==> config.mk <==
export PLATFORM = sky130hd
export DESIGN_NAME = id_ex_stage
export DESIGN_NICKNAME = d
export VERILOG_FILES = /design/src/rtl/id_ex_stage.sv
export SDC_FILE = /design/constraint.sdc
export NUM_CORES = 1
export LEC_CHECK = 0
export CAP_MARGIN = 20
export CORE_AREA = 3 3 147 149
export CTS_BUF_LIST = sky130_fd_sc_hd__clkbuf_8
export CTS_CLUSTER_SIZE = 14
export DETAILED_ROUTE_END_ITERATION = 10
export DIE_AREA = 0 0 150 152
export HOLD_SLACK_MARGIN = 0.03
export PLACE_DENSITY = 0.78
export SLEW_MARGIN = 0
export SYNTH_ARGS = -nofsm -noshare
export SYNTH_HDL_FRONTEND = slang
export SYNTH_SLANG_ARGS = --single-unit
==> constraint.sdc <==
create_clock -name CLK -period 3.2 [get_ports CLK]
set_clock_uncertainty 0.1 [all_clocks]
set_input_delay 0.8 -clock CLK [delete_from_list [all_inputs] [get_ports CLK]]
set_output_delay 0.8 -clock CLK [all_outputs]
set_load 0.05 [all_outputs]
==> src/rtl/id_ex_stage.sv <==
// ID/EX pipeline register for the RV32IM core: operand forwarding,
// load-use bubble insertion, stall hold and branch flush.
module id_ex_stage #(
    parameter int unsigned    XLEN   = 32,
    parameter int unsigned    OPW    = 5,
    parameter logic [OPW-1:0] NOP_OP = '0
) (
    input  logic            CLK,
    input  logic            RESETn,
    input  logic            ID_VALID,
    input  logic [XLEN-1:0] ID_PC,
    input  logic [XLEN-1:0] ID_DATA1,
    input  logic [XLEN-1:0] ID_DATA2,
    input  logic [XLEN-1:0] ID_IMM,
    input  logic            ID_IMM_SEL,
    input  logic [OPW-1:0]  ID_ALU_OPCODE,
    input  logic [4:0]      ID_RS1,
    input  logic [4:0]      ID_RS2,
    input  logic [4:0]      ID_RD,
    input  logic            ID_REG_WRITE,
    input  logic            ID_MEM_READ,
    input  logic            ID_MEM_WRITE,
    input  logic            STALL,
    input  logic            FLUSH,
    input  logic [4:0]      EXMEM_RD,
    input  logic [4:0]      MEMWB_RD,
    input  logic            EXMEM_REG_WRITE,
    input  logic            MEMWB_REG_WRITE,
    input  logic [XLEN-1:0] EXMEM_RESULT,
    input  logic [XLEN-1:0] MEMWB_RESULT,
    output logic [XLEN-1:0] data1,
    output logic [XLEN-1:0] data2,
    output logic [OPW-1:0]  ALU_OPCODE,
    output logic            EX_VALID,
    output logic [XLEN-1:0] EX_PC,
    output logic [4:0]      EX_RD,
    output logic            EX_REG_WRITE,
    output logic            EX_MEM_READ,
    output logic            EX_MEM_WRITE,
    output logic [XLEN-1:0] EX_STORE_DATA,
    output logic            LOAD_USE_HAZARD
);

    typedef struct packed {
        logic            valid;
        logic [XLEN-1:0] pc;
        logic [XLEN-1:0] d1;
        logic [XLEN-1:0] d2;
        logic [XLEN-1:0] imm;
        logic            imm_sel;
        logic [OPW-1:0]  op;
        logic [4:0]      rs1;
        logic [4:0]      rs2;
        logic [4:0]      rd;
        logic            reg_write;
        logic            mem_read;
        logic            mem_write;
    } ex_t;

    ex_t ex_q, ex_d, bubble, id_in;
    logic hazard;
    logic [XLEN-1:0] fwd1, fwd2;

    always_comb begin
        bubble    = '0;
        bubble.op = NOP_OP;
    end

    always_comb begin
        id_in.valid     = 1'b1;
        id_in.pc        = ID_PC;
        id_in.d1        = ID_DATA1;
        id_in.d2        = ID_DATA2;
        id_in.imm       = ID_IMM;
        id_in.imm_sel   = ID_IMM_SEL;
        id_in.op        = ID_ALU_OPCODE;
        id_in.rs1       = ID_RS1;
        id_in.rs2       = ID_RS2;
        id_in.rd        = ID_RD;
        id_in.reg_write = ID_REG_WRITE;
        id_in.mem_read  = ID_MEM_READ;
        id_in.mem_write = ID_MEM_WRITE;
    end

    // A load in EX whose rd feeds the ID instruction cannot be forwarded yet
    assign hazard = ex_q.valid && ex_q.mem_read && (ex_q.rd != 5'd0)
                    && ID_VALID
                    && ((ID_RS1 == ex_q.rd) || (ID_RS2 == ex_q.rd));

    always_comb begin
        ex_d = ex_q;
        if (FLUSH) begin
            ex_d = bubble;
        end else if (STALL) begin
            ex_d = ex_q;
        end else if (hazard || !ID_VALID) begin
            ex_d = bubble;
        end else begin
            ex_d = id_in;
        end
    end

    always_ff @(posedge CLK or negedge RESETn) begin
        if (!RESETn) begin
            ex_q <= bubble;
        end else begin
            ex_q <= ex_d;
        end
    end

    // EX/MEM is the younger producer, so it wins over MEM/WB
    always_comb begin
        fwd1 = ex_q.d1;
        if (EXMEM_REG_WRITE && (EXMEM_RD == ex_q.rs1) && (ex_q.rs1 != 5'd0)) begin
            fwd1 = EXMEM_RESULT;
        end else if (MEMWB_REG_WRITE && (MEMWB_RD == ex_q.rs1) && (ex_q.rs1 != 5'd0)) begin
            fwd1 = MEMWB_RESULT;
        end
    end

    always_comb begin
        fwd2 = ex_q.d2;
        if (EXMEM_REG_WRITE && (EXMEM_RD == ex_q.rs2) && (ex_q.rs2 != 5'd0)) begin
            fwd2 = EXMEM_RESULT;
        end else if (MEMWB_REG_WRITE && (MEMWB_RD == ex_q.rs2) && (ex_q.rs2 != 5'd0)) begin
            fwd2 = MEMWB_RESULT;
        end
    end

    assign data1           = fwd1;
    assign data2           = ex_q.imm_sel ? ex_q.imm : fwd2;
    assign EX_STORE_DATA   = fwd2;
    assign ALU_OPCODE      = ex_q.op;
    assign EX_VALID        = ex_q.valid;
    assign EX_PC           = ex_q.pc;
    assign EX_RD           = ex_q.rd;
    assign EX_REG_WRITE    = ex_q.reg_write;
    assign EX_MEM_READ     = ex_q.mem_read;
    assign EX_MEM_WRITE    = ex_q.mem_write;
    assign LOAD_USE_HAZARD = hazard;

endmodule

==> flow_metrics.tcl <==
set metrics [dict create \
    run_status "complete, but fails checks" \
    violations "setup timing" \
    cts_buffers 17 \
    vias 8940 \
    port_buffers 375 \
    netlist_area_um2 8210 \
    drc 0 \
    finalCoreUtilization_pct 81.0 \
    irDropWorstVdd_mv 0.226 \
    dpl_cell_area_um2 13900 \
    p_switching_mw 1.84 \
    hold_violations 0 \
    power.density_nw_per_um2 325 \
    post_synth.cell_area_avg_um2 10.6 \
    setup_viol 96 \
    antenna_left 0 \
    tightest_slew_ps 535 \
    synth_edf_count 0 \
    switching_share_pct 34.4 \
    p_leak_nw 6.82 \
    grt_usage_pct 31.5 \
    grt_max_degree 86 \
    required_ps 2300 \
    post-place-cells 1414 \
    p_comb_share_pct 33.5 \
    yosys.area.top_type "dfrtp_1" \
    ys_warn_count 0 \
    core_um2 20300 \
    worst-path-buf-inv 4 \
    path_class "in2out" \
    startpoint_type "primary input" \
    synth_seq_area_share_pct 46.7 \
    rows 52 \
    fp.dieArea_um2 22800 \
    crit_path_cell_trace "dlygate4sd2_1 -> xnor2_2 -> nand4_1 -> buf_4 -> bufbuf_16 -> o31ai_4 -> a31oi_4 -> mux2_4 -> buf_8" \
    clk_latency_ps 440 \
    relSlewSlack_pct 64.2 \
    pin_count 376 \
    wl_mm 40.4 \
    synth.net_count 1006 \
    die_w_um 150 \
    finalCritPeriodShare_pct 113 \
    stdcell_area_um2 16500 \
    grt_pass1_wl_mm 55.7 \
    cts_hold_buf 0 \
    min_period_ps 3610 \
    grt_pass1_vias 9583 \
    max_stage_delay_ps 300 \
    antenna_found_initial 3 \
    final_nets 1442 \
    syn2layout_area_growth_pct 100 \
    start_util_pct 40.4 \
    cts_htree_levels 4 \
    path_delay_family "buffers and inverters" \
    synth_top_area_share_pct 46.7 \
    synthTopCellsByCount "153 x dfrtp_1, 152 x a22o_1, 56 x clkbuf_1" \
    drtIter0Drc 587 \
    cts_root_buf "clkbuf_8" \
    clkPwrFrac_pct 27.8 \
    firstDrtPassIters 7 \
    critPathMaxFanout 9 \
    place.gp.congestion 0.826 \
    async_flop_share_pct 100 \
    layout.cells.non_filler 1494 \
    cts_buffer_depth 2 \
    cts_tree "built" \
    synth_ff_type "dfrtp_1" \
    grt-ovfl-total 0 \
    hp-class "in2async" \
    cap_violations 0 \
    syn-instance-count 773 \
    final-max-slew-violation-count 0 \
    grt_setup_unrepaired "yes" \
    dieHeight_um 152 \
    cpMaxStageDelayCell "bufbuf_16" \
    synth-seq-cells 153 \
    clock-sinks 153 \
    drive_above_1_share_pct 43.0 \
    drt-wirelength-per-cell_um 27.0 \
    viasPerCell 5.98 \
    yosys.cell_types.count 33 \
    hpwl_mm 23.9 \
    cts.reportedPaths.clkPinSlew_ps 90 \
    seq_power_share_pct 38.8 \
    fin_ws_ps -405 \
    crit_arrival_ps 2710 \
    worstSetupEndpointType "output pin" \
    synthTopCellsByArea "dfrtp_1 47%, a22o_1 16%, mux2_2 4.4%" \
    fmax_ghz 0.277 \
    synth.most_common_cell "dfrtp_1" \
    p_int_mw 3.51 \
]
==> per-layer routing <==
| metal | global-route usage (%) | vias up | part of all wire [%] |
|---|---|---|---|
| met3 | 8.82 | 150 | 9.9 |
| met5 | 0 | - | 0.032 |
| met1 | 36.4 | 4401 | 35 |
| met4 | 16.5 | 2 | 5.7 |
| met2 | 53.0 | 591 | 49 |
| li1 | - | 3796 | - |
==> cell type report <==
class / count / area [um^2]
timing repair buffer: 538 / 6370
multi-input combinational: 498 / 5530
fill: 1104 / 3850
sequential: 153 / 3830
tap: 270 / 338
clock buffer: 17 / 234
clock inverter: 15 / 143
antenna: 2 / 5.00
inverter: 1 / 3.75
==> final timing paths <==
kind | depth (start not counted) | startpoint | slack, ps | to
min in group CLK | 1 | EX_PC[17] | 410 | EX_PC[17]
worst max-delay path | 9 | MEMWB_RD[3] | -410 | data2[20]
worst min register to register | 1 | EX_PC[17] | 410 | EX_PC[17]
worst max register to register | 7 | EX_RD[4] | 970 | ex_q[70]
worst min-delay path | 1 | RESETn | 180 | ex_q[50]
max in group asynchronous | 2 | RESETn | 2110 | EX_PC[16]
==> cells in the final DEF (no fill, tap or decap), types with 14 or more instances in the layout <==
cell | Yosys | final
a22o_1 | 152 | 152
a31oi_4 | 0 | 32
and3_1 | 32 | 32
buf_12 | 0 | 66
buf_4 | 43 | 73
buf_6 | 2 | 61
buf_8 | 0 | 49
clkbuf_8 | 0 | 17
clkdlybuf4s50_1 | 0 | 265
dfrtp_1 | 153 | 151
mux2_4 | 0 | 32
mux2i_2 | 0 | 17
nand3_2 | 0 | 28
nor3_1 | 33 | 31
o21ai_4 | 0 | 25
o31ai_4 | 0 | 19
xnor2_1 | 26 | 14
==> sequential cells by signal, indices dropped and copies added, names as in the netlist <==
| name | flops |
|---|---|
| EX_PC | 32 |
| EX_MEM_READ | 1 |
| EX_VALID | 1 |
| ALU_OPCODE | 5 |
| EX_RD | 5 |
| EX_MEM_WRITE | 1 |
| EX_REG_WRITE | 1 |
| ex_q | 107 |
==> metrics by stage <==
step	TNS, ps	power, mW	setup slack, ps	hold slack [ps]
after floorplan	-3380	2.81	-232	361
after global placement	-47080	3.54	-605	383
after detailed placement	-50470	3.55	-616	381
after CTS	-32680	5.22	-459	174
after global routing	-36550	5.50	-472	186
final	-29180	5.35	-405	180
==> cell families (layout without fill, tap and decap cells) <==
family	count (synthesis)	count (layout)	share of synthesized area, %
multiplexers	64	64	8.29
buffers and inverters	122	571	8.02
flip-flops	153	153	46.7
AND/OR/NAND/NOR	151	151	9.57
AO/OA/AOI/OAI	253	253	24.3
other	0	2	0
XOR/XNOR	30	30	3.20
==> repair_timing <==
item | CTS | global route
resized for setup | 234 | 140
pin swaps | 38 | 44
endpoints found under the setup margin | 96 | 96
cloned | 11 | 4
setup buffers | 27 | 18
==> power groups by stage <==
stage,clock network [mW],registers (mW),logic (mW)
6_report,1.49,2.07,1.79
5_1_grt,1.57,2.08,1.85
4_1_cts,1.50,2.06,1.65
3_5_place_dp,0,2.10,1.46
3_3_place_gp,0,2.10,1.44
2_1_floorplan,0,2.09,0.727
Power figures use the tool's default switching activity.
